`config.mk`:
```
export PLATFORM = sky130hd
export DESIGN_NAME = lap_tracker
export DESIGN_NICKNAME = d
export VERILOG_FILES = /design/src/rtl/lap_tracker_pkg.sv /design/src/rtl/lap_tracker_zone_match.sv /design/src/rtl/lap_tracker.sv
export SDC_FILE = /design/constraint.sdc
export NUM_CORES = 1
export LEC_CHECK = 0
export CAP_MARGIN = 20
export CORE_AREA = 5 5 157 159
export DETAILED_ROUTE_END_ITERATION = 8
export DIE_AREA = 0 0 162 164
export GPL_ROUTABILITY_DRIVEN = 0
export PLACE_DENSITY = 0.84
export REMOVE_ABC_BUFFERS = 1
export SLEW_MARGIN = 0
export SYNTH_ARGS = -nofsm -noshare
export SYNTH_HDL_FRONTEND = slang
export SYNTH_HIERARCHICAL = 1
export SYNTH_SLANG_ARGS = --single-unit
```
`constraint.sdc`:
```
create_clock -name pclk -period 4.12 [get_ports pclk]
set_input_delay 0.618 -clock pclk [delete_from_list [all_inputs] [get_ports pclk]]
set_output_delay 0.618 -clock pclk [all_outputs]
set_load 0.05 [all_outputs]
```
`src/rtl/lap_tracker_pkg.sv`:
```
// Shared types for the lap/checkpoint tracker: zone box layout,
// race state encoding and coordinate width.
package lap_tracker_pkg;

    localparam int COORD_W = 11;

    typedef struct packed {
        logic [COORD_W-1:0] x_min;
        logic [COORD_W-1:0] x_max;
        logic [COORD_W-1:0] y_min;
        logic [COORD_W-1:0] y_max;
    } zone_t;

    typedef enum logic [1:0] {
        IDLE,
        RACING,
        FINISHED
    } state_t;

endpackage

```
`src/rtl/lap_tracker_zone_match.sv`:
```
// Combinational box-inside-zone test; all bounds unsigned and inclusive.
import lap_tracker_pkg::*;

module zone_match (
    input  logic [COORD_W-1:0] i_x_start,
    input  logic [COORD_W-1:0] i_x_end,
    input  logic [COORD_W-1:0] i_y_start,
    input  logic [COORD_W-1:0] i_y_end,
    input  zone_t              i_zone,
    output logic               o_hit
);

    assign o_hit = (i_x_start >= i_zone.x_min) &&
                   (i_x_end   <= i_zone.x_max) &&
                   (i_y_start >= i_zone.y_min) &&
                   (i_y_end   <= i_zone.y_max);

endmodule

```
`src/rtl/lap_tracker.sv`:
```
// Lap/checkpoint tracker for one car: laps, lap timing, race end.
// Optional best-lap register enabled by LAP_TRACKER_BEST_LAP_EN.
import lap_tracker_pkg::*;

module lap_tracker #(
    parameter int NUM_CP      = 6,
    parameter int ORDERED     = 1,
    parameter int LAP_W       = 4,
    parameter int TARGET_LAPS = 3,
    parameter int TIME_W      = 16
) (
    input  logic                   pclk,
    input  logic                   rst,
    input  logic                   start,
    input  logic                   frame_tick,
    input  logic [COORD_W-1:0]     car_x_start,
    input  logic [COORD_W-1:0]     car_x_end,
    input  logic [COORD_W-1:0]     car_y_start,
    input  logic [COORD_W-1:0]     car_y_end,
    input  logic [44*NUM_CP-1:0]   cp_bounds,
    input  logic [43:0]            fin_bounds,
    output logic [NUM_CP-1:0]      cp_mask,
    output logic [4:0]             next_cp,
    output logic [LAP_W-1:0]       lap_count,
    output logic                   lap_done,
    output logic                   invalid_cross,
    output logic                   race_done,
    output logic [TIME_W-1:0]      last_lap_time,
    output logic [TIME_W-1:0]      best_lap_time
);

    state_t              r_state;
    state_t              w_state_nx;
    logic                r_in_fin_q;
    logic [NUM_CP-1:0]   r_cp_mask;
    logic [4:0]          r_next_cp;
    logic [LAP_W-1:0]    r_lap_count;
    logic                r_lap_done;
    logic                r_invalid;
    logic [TIME_W-1:0]   r_timer;
    logic [TIME_W-1:0]   r_last;

    logic [NUM_CP-1:0]   w_hit;
    logic                w_in_fin;
    logic                w_in_race;
    logic                w_entry;
    logic                w_full;
    logic                w_lap_ok;
    logic                w_bad;
    logic                w_last_lap;
    logic [NUM_CP-1:0]   w_mask_nx;
    logic [4:0]          w_next_nx;

    for (genvar g = 0; g < NUM_CP; g++) begin : g_cp
        zone_match u_cp (
            .i_x_start (car_x_start),
            .i_x_end   (car_x_end),
            .i_y_start (car_y_start),
            .i_y_end   (car_y_end),
            .i_zone    (zone_t'(cp_bounds[44*g +: 44])),
            .o_hit     (w_hit[g])
        );
    end

    zone_match u_fin (
        .i_x_start (car_x_start),
        .i_x_end   (car_x_end),
        .i_y_start (car_y_start),
        .i_y_end   (car_y_end),
        .i_zone    (zone_t'(fin_bounds)),
        .o_hit     (w_in_fin)
    );

    assign w_in_race  = (r_state == RACING) && !start;
    assign w_entry    = w_in_fin && !r_in_fin_q;
    assign w_full     = &r_cp_mask;
    assign w_lap_ok   = w_in_race && w_entry && w_full;
    assign w_bad      = w_in_race && w_entry && !w_full;
    assign w_last_lap = w_lap_ok &&
                        (r_lap_count == LAP_W'(TARGET_LAPS - 1));

    // Ordered mode: only the zone at next_cp may advance, one per cycle
    if (ORDERED != 0) begin : g_ord
        logic [NUM_CP-1:0] w_cp_set;
        logic [5:0]        w_next_inc;

        always_comb begin
            w_cp_set = '0;
            for (int i = 0; i < NUM_CP; i++)
                w_cp_set[i] = w_hit[i] && (r_next_cp == 5'(i));
        end

        assign w_next_inc = {1'b0, r_next_cp} + 6'd1;
        assign w_mask_nx  = r_cp_mask | w_cp_set;
        assign w_next_nx  = !(|w_cp_set) ? r_next_cp :
                            w_next_inc[5] ? 5'd31 : w_next_inc[4:0];
    end else begin : g_any
        assign w_mask_nx = r_cp_mask | w_hit;
        assign w_next_nx = '0;
    end

    always_ff @(posedge pclk or posedge rst) begin
        if (rst) r_state <= IDLE;
        else     r_state <= w_state_nx;
    end

    always_comb begin
        w_state_nx = r_state;
        case (r_state)
            IDLE:     if (start) w_state_nx = RACING;
            RACING: begin
                if (start)           w_state_nx = RACING;
                else if (w_last_lap) w_state_nx = FINISHED;
            end
            FINISHED: if (start) w_state_nx = RACING;
            default:  w_state_nx = IDLE;
        endcase
    end

    always_ff @(posedge pclk or posedge rst) begin
        if (rst) begin
            r_in_fin_q  <= 1'b0;
            r_cp_mask   <= '0;
            r_next_cp   <= '0;
            r_lap_count <= '0;
            r_lap_done  <= 1'b0;
            r_invalid   <= 1'b0;
            r_timer     <= '0;
            r_last      <= '0;
        end else begin
            r_in_fin_q <= w_in_fin;
            r_lap_done <= w_lap_ok;
            r_invalid  <= w_bad;
            if (start) begin
                r_cp_mask   <= '0;
                r_next_cp   <= '0;
                r_lap_count <= '0;
                r_timer     <= '0;
                r_last      <= '0;
            end else if (w_lap_ok) begin
                // same-cycle checkpoint hit and tick are dropped
                r_lap_count <= r_lap_count + 1'b1;
                r_last      <= r_timer;
                r_cp_mask   <= '0;
                r_next_cp   <= '0;
                r_timer     <= '0;
            end else if (w_in_race) begin
                r_cp_mask <= w_mask_nx;
                r_next_cp <= w_next_nx;
                if (frame_tick && (r_timer != '1))
                    r_timer <= r_timer + 1'b1;
            end
        end
    end

`ifdef LAP_TRACKER_BEST_LAP_EN
    logic [TIME_W-1:0] r_best;

    always_ff @(posedge pclk or posedge rst) begin
        if (rst)
            r_best <= '1;
        else if (w_lap_ok && (r_timer < r_best))
            r_best <= r_timer;
    end

    assign best_lap_time = r_best;
`else
    assign best_lap_time = '1;
`endif

    assign cp_mask       = r_cp_mask;
    assign next_cp       = r_next_cp;
    assign lap_count     = r_lap_count;
    assign lap_done      = r_lap_done;
    assign invalid_cross = r_invalid;
    assign race_done     = (r_state == FINISHED);
    assign last_lap_time = r_last;

endmodule

```
# Word level (Yosys, flattened, before mapping)

Cells that the tools add are included.

Add/subtract/negate cells: 3
Mux-type cells: 20
Equality and inequality tests: 11
$lt $le $gt $ge: 28
Bitwise operators: 1
Reduce and logical (&&, ||, !) cells: 49

Operators by type and width:

| cell                                                            | number |
|---|---|
| 11-bit greater-or-equal comparator                              | 14 |
| 11-bit <= comparator                                            | 14 |
| 16-bit two-way mux                                              | 6 |
| 1-bit logical AND                                               | 34 |
| 5-bit two-way mux                                               | 5 |
| 6-bit two-way mux                                               | 3 |
| 16-bit by 1-bit adder with 16-bit output, second input constant | 1 |
| 16-bit != test, second input constant                           | 1 |
| 5-bit by 2-bit == test with 1-bit output, second input constant | 2 |
| 5-bit by 3-bit == test with 1-bit output, second input constant | 2 |
| 3-bit nonzero test                                              | 3 |
| 4-bit two-way mux                                               | 2 |
| 5-bit by 1-bit adder with 6-bit output, second input constant   | 1 |
| 2-bit two-way mux                                               | 3 |
| 6-bit bitwise OR                                                | 1 |
| 2-bit AND reduction                                             | 3 |
| 6-bit AND reduction                                             | 1 |
| 6-bit OR reduction                                              | 1 |
| 5-bit by 1-bit == test with 1-bit output, second input constant | 1 |
| 5-bit zero test                                                 | 1 |
| 4-bit by 1-bit adder with 4-bit output, second input constant   | 1 |
| 4-bit by 2-bit == test with 1-bit output, second input constant | 1 |
| 2-bit one-hot mux with 2 select lines                           | 1 |
| 1-bit zero test                                                 | 3 |
| 7 further kinds                                                 | 7 |

Output and inout port bits: 50
Input bits: 356
Logic and storage cells: 121
Bits in registers: 52

# Longest topological paths before layout

Gate-level depths: netlist of the first run.

Depth in word-level cells: 11
Mapped depth: 13
Gate-level depth less buffers: 12

# By module

Netlist of the first run, hierarchy kept.

Modules (own cells, without submodules):

| module      | seq. area each (um2) | area an instance (um2) | cells each | instances |
|---|---|---|---|---|
| zone_match  | 0.0                  | 1142.3                 | 148        | 7 |
| lap_tracker | 1301.2               | 2611.3                 | 250        | 1 |

# Least setup slack after synthesis of the first run

No wires, ideal clock.

Kind: input to register
Start point: input fin_bounds[32]
End point: register r_state[0]
Stages on the path: 13
Buffers on the path: 1
Arrival: 2.650 ns
Required time: 3.997 ns
Setup slack: 1.347 ns
Setup time: 0.123 ns
Path through: inv_1 > ha_1 > a21oi_2 > o21ai_1 > nor4_2 > o22ai_1 > nor3_2 > and4bb_2 > nor4b_4 > buf_4 > nand3_1 > a21oi_1 > a21oi_1

Longest elaborated chain between the ends: 10

Ends and longest elaborated chain:

| item                            | line                         | source |
|---|---|---|
| from (decl)                     | lap_tracker.sv:21            | `input logic [43:0] fin_bounds,` |
| 11-bit <= comparator            | lap_tracker_zone_match.sv:14 | `(i_x_end <= i_zone.x_max) &&` |
| 1-bit logical AND               | lap_tracker_zone_match.sv:13 | `assign o_hit = (i_x_start >= i_zone.x_min) &&` |
| 1-bit logical AND               | lap_tracker_zone_match.sv:14 |  |
| 1-bit logical AND               | lap_tracker_zone_match.sv:15 | `(i_y_start >= i_zone.y_min) &&` |
| net w_in_fin                    | lap_tracker.sv:44            | `logic w_in_fin;` |
| 1-bit logical AND               | lap_tracker.sv:75            | `assign w_entry = w_in_fin && !r_in_fin_q;` |
| 1-bit logical AND (2 in series) | lap_tracker.sv:77            | `assign w_lap_ok = w_in_race && w_entry && w_full;` |
| 1-bit logical AND               | lap_tracker.sv:79            | `assign w_last_lap = w_lap_ok &&` |
| 3-bit != test (no line)         | -                            |  |
| 2-bit AND reduction (no line)   | -                            |  |
| to (signal assigned)            | lap_tracker.sv:104           | `else r_state <= w_state_nx;` |
| to (decl)                       | lap_tracker.sv:32            | `state_t r_state;` |

The timed path passes the listed nets, and every way through them passes these cells.
A chain may end at the register's enable or synchronous reset.

# Worst setup path after layout of the first run

Start point: input fin_bounds[32]
End point: register r_last[0] (netlist: last_lap_time[0])

Longest elaborated chain between the ends: 8

Ends and longest elaborated chain:

| item                            | line                         | source |
|---|---|---|
| 11-bit <= comparator            | lap_tracker_zone_match.sv:14 |  |
| 1-bit logical AND               | lap_tracker_zone_match.sv:13 |  |
| 1-bit logical AND               | lap_tracker_zone_match.sv:14 |  |
| 1-bit logical AND               | lap_tracker_zone_match.sv:15 |  |
| net w_in_fin                    | lap_tracker.sv:44            |  |
| 1-bit logical AND               | lap_tracker.sv:75            |  |
| 1-bit logical AND (2 in series) | lap_tracker.sv:77            |  |
| 2-bit nonzero test (no line)    | -                            |  |
| to (signal assigned)            | lap_tracker.sv:143           | `r_last <= r_timer;` |
| to (decl)                       | lap_tracker.sv:41            | `logic [TIME_W-1:0] r_last;` |

The timed path passes the listed nets, and every way through them passes these cells.

==> flow_metrics.env, run 1 <==
export IMPL_status="complete, no violations"
export IMPL_postSynthAreaPerCell_um2=8.249
export IMPL_slew_viol_final=0
export IMPL_synth_edff_count=0
export IMPL_cp_cell_sequence="clkdlybuf4s50_1, inv_1, ha_1, nand4_1, o31ai_1, o22ai_1, nor3_2, and4bb_2, nor4b_4, buf_4, mux2i_1, nor2_1"
export IMPL_seqPwrFrac_pct=22.8
export IMPL_synth_simple_area_share_pct=16.14
export IMPL_io_pins=406
export IMPL_finalCritPeriodShare_pct=87.50
export IMPL_synthTopCellsByCount="ha_1, inv_1, nor2_1"
export IMPL_synth_flop_cell="dfrtp_1"
export IMPL_cp_slowest_cell="o31ai_1"
export IMPL_power_switching_mw=0.8731
export IMPL_period_needed_ns=3.605
export IMPL_start_util_pct=45.88
export IMPL_drc=0
export IMPL_finalHoldViolCount=0
export IMPL_wire_per_inst_um=18.86
export IMPL_htreeDepth=2
export IMPL_comb_power_share_pct=59.0
export IMPL_crit_type="in -> reg"
export IMPL_synthAdderAreaFrac_pct=37.15
export IMPL_dieWidth_um=162
export IMPL_async_reset_ff_share_pct=100.0
export IMPL_worstMarginPinSlew_ns=0.8785
export IMPL_ys_types=53
export IMPL_grt_total_usage_pct=27.16
export IMPL_cp_end_kind="register"
export IMPL_cts_setup_buffers=0
export IMPL_yosysTopAreaCell="ha_1"
export IMPL_syn_area_mm2=0.01061
export IMPL_arrival_ns=3.77
export IMPL_clk_pin_slew_ns=0.07
export IMPL_clkLatencyLatePin_ns=0.30
export IMPL_switching_share_pct=37.72
export IMPL_relSlewSlack_pct=41.43
export IMPL_synthMuxAreaShare_pct=1.604
export IMPL_cts_root_buf="clkbuf_16"
export IMPL_core_mm2=0.02312
export IMPL_overflow=0
export IMPL_dp_hpwl_um=33090
export IMPL_portBuffers=389
export IMPL_dr_first_iter_drc_count=576
export IMPL_syn_instance_count=1286
export IMPL_maxClockFrequency_ghz=0.2774
export IMPL_synth_top_area_share_pct=37.15
export IMPL_slowest_delay_ns=0.57
export IMPL_synth_area_leaders="ha_1, dfrtp_1, inv_1, nand4_1, a21oi_1"
export IMPL_fin_nets=2371
export IMPL_cts_tree="built"
export IMPL_cts_buffer_depth=2
export IMPL_crit_fanout=15
export IMPL_area_delta_synth_final_pct=42.69
export IMPL_hp_class="reg -> reg"
export IMPL_worst_slack_ns=0.5151
export IMPL_antenna_left=0
export IMPL_clkSinkCount=52
export IMPL_setup_viol=0
export IMPL_grt_max_degree=53
export IMPL_synth_compound_area_share_pct=18.60
export IMPL_drtPass1Iterations=5
export IMPL_finClkSkew_ns=0.01075
export IMPL_die_y_um=164
export IMPL_maxCapViolCount=0
export IMPL_grt_antenna_before_repair=5
export IMPL_numCtsBuffers=5
export IMPL_rows=56
export IMPL_synth_top_family_by_area="adder cells"
export IMPL_startpoint_type="primary input"
export IMPL_synth_warnings=6
export IMPL_clkPwrFrac_pct=18.2
export IMPL_internal_power_mw=1.441
export IMPL_synth_xor_area_share_pct=1.486
export IMPL_pwr_density_cell_mw_per_mm2=152.9
export IMPL_drive_gt1_share_pct=7.113
export IMPL_die_area_mm2=0.02657
export IMPL_setup_tns_final_ns=0
export IMPL_p_leak_nw=7.822
export IMPL_grt_pass1_vias=11400
export IMPL_cts_hold_buf=0
export IMPL_peakVddDrop_v=0.0001529
export IMPL_rsz0062_at_grt="no"
export IMPL_vias_per_cell=5.476
export IMPL_utilization_pct=65.46
export IMPL_cts_resized_gates=0
export IMPL_ys_ff_latch=52
export IMPL_grt_pass1_wl_um=57950
export IMPL_wl_um=37640
export IMPL_pre_cts_ws_ns=0.2826
export IMPL_synth_seq_area_share_pct=12.27
export IMPL_vias=10930
export IMPL_crit_required_ns=4.28
-- metal layers --
layer / global-route usage, % / share of wire [%] / vias to the layer above
met5: 0 / 0.019 / -
met4: 12.61 / 4.9 / 2
met3: 5.395 / 7.5 / 109
met2: 49.28 / 48 / 456
met1: 30.64 / 40 / 5022
li1: - / - / 5341
-- cell type report --
| class | instances | area [um^2] |
|---|---|---|
| Sequential cell | 52 | 1301 |
| Fill cell | 1858 | 7986 |
| Timing Repair Buffer | 417 | 4116 |
| Clock buffer | 5 | 125.1 |
| Antenna cell | 5 | 12.51 |
| Inverter | 315 | 1182 |
| Clock inverter | 3 | 21.27 |
| Tap cell | 290 | 362.8 |
| Multi-Input combinational cell | 909 | 8014 |
-- cell usage in the layout, fill, tap and decap left out, types with 9 or more instances in the layout --
| cell | netlist | routed |
|---|---|---|
| a211oi_2 | 14 | 14 |
| a21o_1 | 29 | 29 |
| a21oi_1 | 62 | 62 |
| a21oi_2 | 28 | 28 |
| a31oi_1 | 13 | 13 |
| and3_1 | 9 | 9 |
| and4_1 | 15 | 15 |
| buf_4 | 19 | 27 |
| clkdlybuf4s50_1 | 0 | 389 |
| conb_1 | 1 | 16 |
| dfrtp_1 | 52 | 52 |
| ha_1 | 315 | 315 |
| inv_1 | 315 | 314 |
| mux2i_1 | 17 | 17 |
| nand2_1 | 29 | 29 |
| nand3_1 | 13 | 13 |
| nand3b_1 | 21 | 21 |
| nand4_1 | 54 | 54 |
| nor2_1 | 79 | 79 |
| o21ai_0 | 23 | 23 |
| o21ai_1 | 14 | 14 |
| o22ai_1 | 14 | 14 |
| xnor2_1 | 16 | 16 |
-- critical path: cells and delay by family --
family | cells | cell delay [ns]
buf+inv | 3 | 0.83
simple gates | 5 | 0.90
mux | 1 | 0.25
compound gates | 2 | 0.82
fa+ha+maj | 1 | 0.33
-- logic make-up after synthesis --
kind of cell	Yosys count
xor+xnor	18
flops	52
buf+inv	340
fa+ha+maj	315
mux	17
simple gates	273
other cells	1
compound gates	270
-- flip-flops by register name (all words and copies together), names as in the netlist --
| register | flops |
|---|---|
| last_lap_time | 16 |
| r_timer | 16 |
| cp_mask | 6 |
| next_cp | 5 |
| lap_count | 4 |
| r_state | 2 |
| invalid_cross | 1 |
| lap_done | 1 |
| r_in_fin_q | 1 |
-- stage by stage --
stage | area [um^2] | total power [mW] | instances | hold slack [ns]
2_1_floorplan | 10500 | 1.250 | 1276 | 0.4481
3_3_place_gp | 14960 | 1.842 | 1982 | 0.4840
3_5_place_dp | 14960 | 1.896 | 1982 | 0.4987
4_1_cts | 15100 | 2.316 | 1990 | 0.5081
5_1_grt | 15140 | 2.481 | 1996 | 0.5522
6_report | 15140 | 2.315 | 1996 | 0.5013
-- power by group through the flow --
stage	clock network, mW	registers [mW]	logic (mW)
2_1_floorplan	0	0.551	0.698
5_1_grt	0.442	0.529	1.51
6_report	0.420	0.528	1.37
3_3_place_gp	0	0.538	1.30
4_1_cts	0.423	0.528	1.36
3_5_place_dp	0	0.538	1.36
-- path summary, 6_finish.rpt --
| path | start | endpoint | slack [ns] | depth (start not counted) |
|---|---|---|---|---|
| setup / recovery | fin_bounds[32] | last_lap_time[0] | 0.52 | 12 |
| hold / removal | r_state[1] | r_state[0] | 0.50 | 1 |
| setup reg to reg | r_timer[0] | r_timer[0] | 2.07 | 6 |
| hold reg to reg | r_state[1] | r_state[0] | 0.50 | 1 |
| max in group asynchronous | rst | r_timer[11] | 2.95 | 3 |
| min in group asynchronous | rst | lap_count[2] | 0.64 | 2 |
Power figures use the tool's default switching activity.
==> run 2, diff against run 1 <==
SETUP_SLACK_MARGIN = 0.15   (was not set)
==> results of run 2 <==
Final layout, timing and power as in run 1 (identical DEF).
